===== src/rtl/costas_lock_ctrl.sv =====
// Lock supervisor and gain scheduler for the polar Costas loop: windowed mean(|I|-|Q|)
// lock metric, IDLE/ACQ/TRACK sequencing, gain selection and loop-filter/NCO clears.
module costas_lock_ctrl #(
  parameter int unsigned WIN_LOG2      = 8,
  parameter int          LOCK_THRESH   = 16000,
  parameter int          UNLOCK_THRESH = 8000,
  parameter int unsigned LOCK_CNT      = 4,
  parameter int unsigned UNLOCK_CNT    = 2,
  parameter int unsigned ACQ_TIMEOUT   = 64,
  parameter int unsigned KP_ACQ        = 4,
  parameter int unsigned KI_ACQ        = 10,
  parameter int unsigned KP_TRK        = 7,
  parameter int unsigned KI_TRK        = 14
) (
  input  logic        ce_clk,
  input  logic        ce_rst,
  input  logic        enable,
  input  logic        in_valid,
  input  logic [15:0] i_sync,
  input  logic [15:0] q_sync,
  output logic [4:0]  kp_shift,
  output logic [4:0]  ki_shift,
  output logic        gain_upd,
  output logic        loop_clear,
  output logic        locked,
  output logic [16:0] lock_metric,
  output logic        metric_valid,
  output logic [7:0]  retry_cnt
);

  localparam int unsigned AccW = 17 + WIN_LOG2;
  localparam logic signed [16:0] LockThr   = 17'(LOCK_THRESH);
  localparam logic signed [16:0] UnlockThr = 17'(UNLOCK_THRESH);
  localparam logic [3:0] LockCnt   = 4'(LOCK_CNT);
  localparam logic [3:0] UnlockCnt = 4'(UNLOCK_CNT);
  localparam logic [7:0] AcqTmo    = 8'(ACQ_TIMEOUT);
  localparam logic [4:0] KpAcq = 5'(KP_ACQ);
  localparam logic [4:0] KiAcq = 5'(KI_ACQ);
  localparam logic [4:0] KpTrk = 5'(KP_TRK);
  localparam logic [4:0] KiTrk = 5'(KI_TRK);

  typedef enum logic [1:0] {StIdle, StAcq, StTrack} state_e;

  state_e                state_q, state_d;
  logic signed [AccW-1:0] acc_q, acc_d;
  logic [WIN_LOG2-1:0]   cnt_q, cnt_d;
  logic [3:0]            good_q, good_d, bad_q, bad_d;
  logic [7:0]            acq_win_q, acq_win_d, retry_q, retry_d;
  logic [4:0]            kp_q, kp_d, ki_q, ki_d;
  logic                  gain_upd_q, gain_upd_d, clear_q, clear_d, locked_q, locked_d;
  logic signed [16:0]    metric_q, metric_d;
  logic                  mvalid_q, mvalid_d;

  logic [15:0]            abs_i, abs_q;
  logic signed [16:0]     term;
  logic signed [AccW-1:0] term_ext, sum;
  logic                   accept, restart;
  logic [3:0]             good_nxt, bad_nxt;
  logic [7:0]             win_nxt, retry_inc;

  // |-32768| would not fit in 16 bits, so it saturates to 32767.
  function automatic logic [15:0] sat_abs(input logic [15:0] x);
    if (x == 16'h8000) return 16'h7fff;
    return x[15] ? (~x + 16'd1) : x;
  endfunction

  assign abs_i     = sat_abs(i_sync);
  assign abs_q     = sat_abs(q_sync);
  assign term      = $signed({1'b0, abs_i}) - $signed({1'b0, abs_q});
  assign term_ext  = {{WIN_LOG2{term[16]}}, term};
  assign sum       = acc_q + term_ext;
  assign accept    = in_valid && !clear_q && (state_q != StIdle);
  assign retry_inc = (retry_q == 8'hff) ? retry_q : retry_q + 8'd1;

  always_comb begin
    state_d   = state_q;
    acc_d     = acc_q;
    cnt_d     = cnt_q;
    good_d    = good_q;
    bad_d     = bad_q;
    acq_win_d = acq_win_q;
    retry_d   = retry_q;
    metric_d  = metric_q;
    mvalid_d  = 1'b0;
    clear_d   = 1'b0;
    restart   = 1'b0;
    good_nxt  = (metric_q >= LockThr) ? good_q + 4'd1 : 4'd0;
    bad_nxt   = (metric_q < UnlockThr) ? bad_q + 4'd1 : 4'd0;
    win_nxt   = acq_win_q + 8'd1;

    if (accept) begin
      if (&cnt_q) begin
        // Upper bits of the full sum are the arithmetic-shifted mean.
        metric_d = sum[AccW-1:WIN_LOG2];
        mvalid_d = 1'b1;
        acc_d    = '0;
        cnt_d    = '0;
      end else begin
        acc_d = sum;
        cnt_d = cnt_q + WIN_LOG2'(1);
      end
    end

    unique case (state_q)
      StIdle: begin
        if (enable) begin
          state_d = StAcq;
          clear_d = 1'b1;
          restart = 1'b1;
        end
      end
      StAcq: begin
        if (mvalid_q) begin
          good_d    = good_nxt;
          acq_win_d = win_nxt;
          if (good_nxt == LockCnt) begin
            state_d = StTrack;
            restart = 1'b1;
          end else if (win_nxt == AcqTmo) begin
            clear_d = 1'b1;
            restart = 1'b1;
            retry_d = retry_inc;
          end
        end
      end
      StTrack: begin
        if (mvalid_q) begin
          bad_d = bad_nxt;
          if (bad_nxt == UnlockCnt) begin
            state_d = StAcq;
            clear_d = 1'b1;
            restart = 1'b1;
            retry_d = retry_inc;
          end
        end
      end
      default: state_d = StIdle;
    endcase

    // Disable overrides every decision and drops any window in flight.
    if (!enable) begin
      state_d  = StIdle;
      clear_d  = 1'b0;
      restart  = 1'b1;
      mvalid_d = 1'b0;
      metric_d = metric_q;
      retry_d  = retry_q;
    end

    if (restart) begin
      acc_d     = '0;
      cnt_d     = '0;
      good_d    = '0;
      bad_d     = '0;
      acq_win_d = '0;
    end

    kp_d       = (state_d == StTrack) ? KpTrk : KpAcq;
    ki_d       = (state_d == StTrack) ? KiTrk : KiAcq;
    gain_upd_d = (kp_d != kp_q) || (ki_d != ki_q);
    locked_d   = (state_d == StTrack);
  end

  always_ff @(posedge ce_clk) begin
    if (ce_rst) begin
      state_q    <= StIdle;
      acc_q      <= '0;
      cnt_q      <= '0;
      good_q     <= '0;
      bad_q      <= '0;
      acq_win_q  <= '0;
      retry_q    <= '0;
      kp_q       <= KpAcq;
      ki_q       <= KiAcq;
      gain_upd_q <= 1'b0;
      clear_q    <= 1'b0;
      locked_q   <= 1'b0;
      metric_q   <= '0;
      mvalid_q   <= 1'b0;
    end else begin
      state_q    <= state_d;
      acc_q      <= acc_d;
      cnt_q      <= cnt_d;
      good_q     <= good_d;
      bad_q      <= bad_d;
      acq_win_q  <= acq_win_d;
      retry_q    <= retry_d;
      kp_q       <= kp_d;
      ki_q       <= ki_d;
      gain_upd_q <= gain_upd_d;
      clear_q    <= clear_d;
      locked_q   <= locked_d;
      metric_q   <= metric_d;
      mvalid_q   <= mvalid_d;
    end
  end

  assign kp_shift     = kp_q;
  assign ki_shift     = ki_q;
  assign gain_upd     = gain_upd_q;
  assign loop_clear   = clear_q;
  assign locked       = locked_q;
  assign lock_metric  = metric_q;
  assign metric_valid = mvalid_q;
  assign retry_cnt    = retry_q;

endmodule


===== config.mk =====
export PLATFORM = sky130hd
export DESIGN_NAME = costas_lock_ctrl
export DESIGN_NICKNAME = d
export VERILOG_FILES = /design/src/rtl/costas_lock_ctrl.sv
export SDC_FILE = /design/constraint.sdc
export NUM_CORES = 1
export LEC_CHECK = 0
export BUFFER_PORTS_ARGS = -buffer_cell sky130_fd_sc_hd__buf_4
export CAP_MARGIN = 20
export CORE_ASPECT_RATIO = 1.4
export CORE_MARGIN = 4
export CORE_UTILIZATION = 55
export CTS_CLUSTER_DIAMETER = 50
export DETAILED_ROUTE_END_ITERATION = 12
export GPL_ROUTABILITY_DRIVEN = 1
export PLACE_DENSITY = 0.76
export SLEW_MARGIN = 5
export SYNTH_ARGS = -nofsm -noshare
export SYNTH_HDL_FRONTEND = slang
export SYNTH_SLANG_ARGS = --single-unit

===== constraint.sdc =====
create_clock -name ce_clk -period 19.2 [get_ports ce_clk]
set_input_delay 2.88 -clock ce_clk [delete_from_list [all_inputs] [get_ports ce_clk]]
set_output_delay 2.88 -clock ce_clk [all_outputs]
set_load 0.005 [all_outputs]

Yosys cells after proc, flatten, opt, wreduce, memory -nomap -nowiden
Index checks and enable logic that the tools add are counted.
{"block": "op_classes", "n_bitwise": 4, "reduce_logical": 15, "n_addsub": 9, "muxes": 38, "order_cmp": 2, "n_eq_ne": 16}
{"operator": "$mux W16", "count": 6}
{"operator": "$mux W8", "count": 7}
{"operator": "$add A16 B1 Y16 const B", "count": 2}
{"operator": "$eq A16 B16 Y1 const B", "count": 2}
{"operator": "$not A16 Y16", "count": 2}
{"operator": "$add A25 B17 Y25", "count": 1}
{"operator": "$mux W25", "count": 1}
{"operator": "$add A8 B1 Y8 const B", "count": 3}
{"operator": "$ge A17 B15 Y1 const B", "count": 1}
{"operator": "$lt A17 B14 Y1 const B", "count": 1}
{"operator": "$sub A16 B16 Y17", "count": 1}
{"operator": "$pmux W8 S2", "count": 1}
{"operator": "$mux W2", "count": 6}
{"operator": "$mux W1", "count": 11}
{"operator": "$ne A2 B2 Y1 const B", "count": 5}
{"operator": "$reduce_and A10 Y1", "count": 1}
{"operator": "$add A4 B1 Y4 const B", "count": 2}
{"operator": "$eq A8 B7 Y1 const B", "count": 1}
{"operator": "$eq A8 B8 Y1 const B", "count": 1}
{"operator": "$mux W4", "count": 2}
{"operator": "$reduce_and A8 Y1", "count": 1}
{"operator": "$reduce_and A7 Y1", "count": 1}
{"operator": "$pmux W1 S3", "count": 2}
{"operator": "$pmux W2 S3", "count": 1}
{"operator": "other kinds (16)", "count": 22}
{"block": "totals", "out_inout_bits": 39, "input_bits": 36, "regBits": 90}

Longest topological paths before layout
{"block": "logic_depth", "word_depth": 11, "ltp_mapped": 25}

Worst setup path before layout
Ideal clock, no wire load.
{"block": "synth_path", "path_type": "input to register", "start": "input i_sync[3]", "end": "register acc_q[24]", "stages": 21, "slack_ns": 10.752, "setup_time_ns": 0.117, "t_arrival_ns": 8.332, "n_path_buf": 1, "path_cell_list": "or3_1 > or4_1 > nor3_1 > nand2_1 > or3_1 > clkbuf_1 > nand2_1 > ha_1 > o21ai_0 > a21oi_1 > o21ai_0 > o41ai_1 > a311oi_1 > ha_1 > a21o_1 > a21oi_1 > o21ai_0 > o41ai_1 > nor3_1 > or2_2 > a22o_1"}
{"block": "synth_via", "elab_chain_len": 7, "elab_cells_between_ends": 9, "classes_between": "add/sub (3); eq/ne (1); mux (4); bitwise (1)"}
{"item": "from (decl)", "line": "19", "source": "input logic [15:0] i_sync,"}
{"item": "$not A16 Y16", "line": "64", "source": "return x[15] ? (~x + 16'd1) : x;"}
{"item": "$add A16 B1 Y16", "line": "64"}
{"item": "$mux W16", "line": "64"}
{"item": "$mux W16 (*)", "line": "64"}
{"item": "$sub A16 B16 Y17 (*)", "line": "69", "source": "assign term = $signed({1'b0, abs_i}) - $signed({1'b0, abs_q});"}
{"item": "$add A25 B17 Y25 (*)", "line": "71", "source": "assign sum = acc_q + term_ext;"}
{"item": "$mux W25 (*)", "line": "92", "source": "if (&cnt_q) begin"}
{"item": "to (signal assigned)", "line": "167", "source": "acc_q <= '0;"}
{"item": "to (signal assigned)", "line": "182", "source": "acc_q <= acc_d;"}
{"item": "to (decl)", "line": "45", "source": "logic signed [AccW-1:0] acc_q, acc_d;"}
Every way passes the cells marked *; elsewhere a longest branch is shown, timed or not.
A chain may end at the register's enable or synchronous reset.

Final worst setup path
{"block": "layout_path", "start": "input i_sync[3]", "end": "register metric_q[13] (netlist: lock_metric[13])"}
{"block": "layout_via", "elab_chain_len": 6, "elab_cells_between_ends": 8, "classes_between": "add/sub (3); eq/ne (1); mux (3); bitwise (1)"}
{"item": "$not A16 Y16", "line": "64"}
{"item": "$add A16 B1 Y16", "line": "64"}
{"item": "$mux W16", "line": "64"}
{"item": "$mux W16 (*)", "line": "64"}
{"item": "$sub A16 B16 Y17 (*)", "line": "69"}
{"item": "$add A25 B17 Y25 (*)", "line": "71"}
{"item": "to (signal assigned)", "line": "193", "source": "metric_q <= metric_d;"}
{"item": "to (decl)", "line": "51", "source": "logic signed [16:0] metric_q, metric_d;"}
Marked as above.

==> impl_metrics.toml <==
[run_status]
status = "finished, final reports clean"

[clock_tree]
cts_hold_buf = 0
clock_path_buffers = 2
clock-sinks = 80
post_cts_buffers = 0
insertion_delay_ns = 0.34
ctsResizeCount = 0
cts_tree = "yes"
clkSlewWorstSetupHoldPaths_ns = 0.06
root_buffer = "clkbuf_16"
htreeDepth = 3
cts_buffers = 9

[timing]
clock_skew_ns = 0.00484
tightest_slew_ns = 1.09
min_period_over_period = 0.458
finalHoldViolations = 0
rsz0062_at_grt = "no"
fin_crit_ns = 8.80
setup_tns_ns = 0
setup_violations = 0
worst_slew_margin_rel = 0.274
finalMaxSlewViolations = 0
max_freq_mhz = 114

[die]
start_util = 0.561
rows = 45
die_h_um = 133
coreArea_mm2 = 0.0109
io_pins = 75
die_x_um = 97.0
die_area_mm2 = 0.0129

[power]
ir_drop_mv = 0.0450
seq_power_share = 0.333
cellPowerDensity_mw_per_mm2 = 72.2
total_power_mw = 0.502
p_int_mw = 0.345
switchingPower_mw = 0.157
pwr-share-comb = 0.293
clkPwrFrac = 0.374
switching_share = 0.313
p_leak_nw = 2.87

[global_routing]
grt_pass1_wl_um = 24900
grt_pass1_vias = 5519
grt_antenna_before_repair = 0
grt_max_degree = 44
overflow = 0
grt_usage = 0.229

[yosys]
synth_ff_type = "dfxtp_1"
yosysWarnings = 0
synth_edf_count = 0
synth_seq_area_share = 0.263
syn_area_per_cell_um2 = 7.67
netlist_area_mm2 = 0.00610
async_reset_ff_frac = 0
synth_cell_type_count = 66
syn_inst = 795
synth.ff_latch_count = 80

[routing]
final_antenna_net_count = 0
drt-initial-drc-count = 232
routed_wl_um = 15000
wl_per_cell_um = 15.2
route.detailed.drc = 0
vias = 5762
firstDrtPassIters = 4
vias_per_cell = 5.84

[worst_hold_path]
hp-start = "lock_metric[3]$_SDFFE_PP0P_"
hold_path_class = "flop to flop"

[worst_setup_path]
crit_arrival_ns = 9.02
setup.worst_path.start_class = "input pin"
crit_path_cell_trace = "buf_4 > or3_1 > or4_1 > nor3_1 > nand2_1 > or3_1 > o211ai_1 > ha_1 > nor2b_1 > o21ai_0 > a21oi_1 > o21ai_0 > o21ai_0 > a21o_1 > a21oi_1 > xnor2_1 > ha_1 > nand4_1 > or3b_1 > a211oi_2 > a311oi_1 > o21bai_1 > nor4b_1 > a211o_1"
cpPeakStageDelay_ns = 0.50
worst_ep_required_time_ns = 19.42
cp_max_fo = 13
cp_common_cell = "o21ai_0"
end_kind = "flop"
worst_path_max_delay_cell = "or3_1"
critPathLaunch = "i_sync[3]"
crit_type = "input pin to flop"
reg2reg_from = "acc_q[3]$_SDFFE_PP0P_"

[layout]
fin_nets = 929
syn_to_final_growth_pct = 14.0
n_antenna_cell = 0
drive_gt1_frac = 0.121

[placement]
hpwl_um = 11700
numPortBuffers = 67
place_congestion = 0.902

[flow_run]
cap_violations = 0
sequential cells by signal (all words and copies together) (netlist names):
register	cells
acq_win_q	8
state_q	2
good_q	4
metric_valid	1
bad_q	4
acc_q	25
loop_clear	1
kp_shift	1
lock_metric	17
cnt_q	8
retry_cnt	8
gain_upd	1
power groups by stage:
stage / combinational [mW] / clock [mW] / sequential [mW]
6_report: 0.147 / 0.188 / 0.167
3_5_place_dp: 0.146 / 0 / 0.171
3_3_place_gp: 0.142 / 0 / 0.171
2_1_floorplan: 0.112 / 0 / 0.171
5_1_grt: 0.165 / 0.198 / 0.167
4_1_cts: 0.147 / 0.191 / 0.167
worst max-delay path, delay by kind of cell:
kind | cells | cell delay [ns]
AOI/OAI and AO/OA | 11 | 2.74
adders and majority gates | 2 | 0.66
xor gates and xnor gates | 1 | 0.09
buffers and inverters | 1 | 0.12
and+or+nand+nor | 9 | 2.52
per-layer routing:
metal  up-vias  track usage  routed length, um
met5         -            0                  0
met4         0       0.0859                340
met3        28       0.0427                628
met2       148        0.437               8020
met1      2682        0.247               6010
li1       2904            -                  -
cell usage in the layout, fill, tap and decap left out, types with 7 or more instances in the layout:
cell	instances
inv_1	19
nand4_1	13
nand3_1	15
nand2b_1	13
a21o_1	15
nor2b_1	11
a22oi_1	15
buf_4	68
clkbuf_16	9
ha_1	50
xnor2_1	44
a22o_1	7
nor2_1	108
nor3_1	16
o21ai_0	43
and3_1	9
nand2_1	90
a21oi_1	60
dfxtp_1	80
or3_1	9
xor2_1	32
o31ai_1	11
conb_1	7
a211oi_1	10
kinds of logic (layout without fill, tap and decap cells):
group,Yosys count,count (layout),synth area share
flops,80,80,0.263
buf+inv,57,103,0.0427
mux,4,4,0.00698
simple gates,319,319,0.248
xor+xnor,76,76,0.109
fa+ha+maj,52,52,0.109
other cells,2,7,0.00123
compound gates,205,205,0.220
synthesized netlist by cell type (3+ instances only):
master	instances	share of area
nand3_1	15	0.012
or4_1	3	0.0037
nor3b_1	5	0.0062
buf_1	3	0.0018
a21o_1	15	0.018
ha_1	50	0.10
a22o_1	7	0.010
nor2_1	108	0.067
nand3b_1	4	0.0049
nand2_1	91	0.056
xor2_1	32	0.046
o21a_1	4	0.0049
o31ai_1	11	0.014
buf_4	10	0.012
a22oi_1	15	0.018
a21oi_1	61	0.050
and2_1	4	0.0041
a31oi_1	5	0.0051
and3_1	9	0.0092
nor2b_1	11	0.011
nand4_1	13	0.013
or3_1	9	0.0092
nand2b_1	13	0.013
o22ai_1	3	0.0031
nor3_1	16	0.013
o41ai_1	5	0.0072
o21ai_0	43	0.035
dfxtp_1	80	0.26
a211o_1	3	0.0043
xnor2_1	44	0.063
clkbuf_1	23	0.014
or2_2	4	0.0041
a211oi_1	10	0.012
o21bai_1	4	0.0049
inv_1	19	0.012
stage by stage:
| stage | setup slack (ns) | util | cells | instance area [um2] | hold WS, ns |
|---|---|---|---|---|---|
| after global routing | 9.76 | 0.639 | 987 | 6950 | 0.478 |
| after detailed placement | 10.13 | 0.609 | 971 | 6620 | 0.455 |
| after global placement | 10.32 | 0.609 | 971 | 6620 | 0.445 |
| after floorplan | 10.75 | - | 800 | 6110 | 0.453 |
| final | 10.40 | 0.639 | 987 | 6950 | 0.460 |
| after CTS | 10.44 | 0.639 | 987 | 6950 | 0.463 |
final timing paths:
check	endpoint	cells after the start	slack, ns
setup / recovery	lock_metric[13]$_SDFFE_PP0P_	24	10.40
hold / removal	lock_metric[3]$_SDFFE_PP0P_	2	0.46
setup reg to reg	lock_metric[13]$_SDFFE_PP0P_	9	15.81
hold reg to reg	lock_metric[3]$_SDFFE_PP0P_	2	0.46
final cells by class:
type	instances	area (um2)
clock inverters	6	91.3
inverters	19	71.3
fillers	972	3920
well taps	141	176
multi-input cells	663	4260
repair buffers	68	510
clock buffers	10	239
flip-flops and latches	80	1600
No activity file was read; power rests on OpenSTA's default activity.
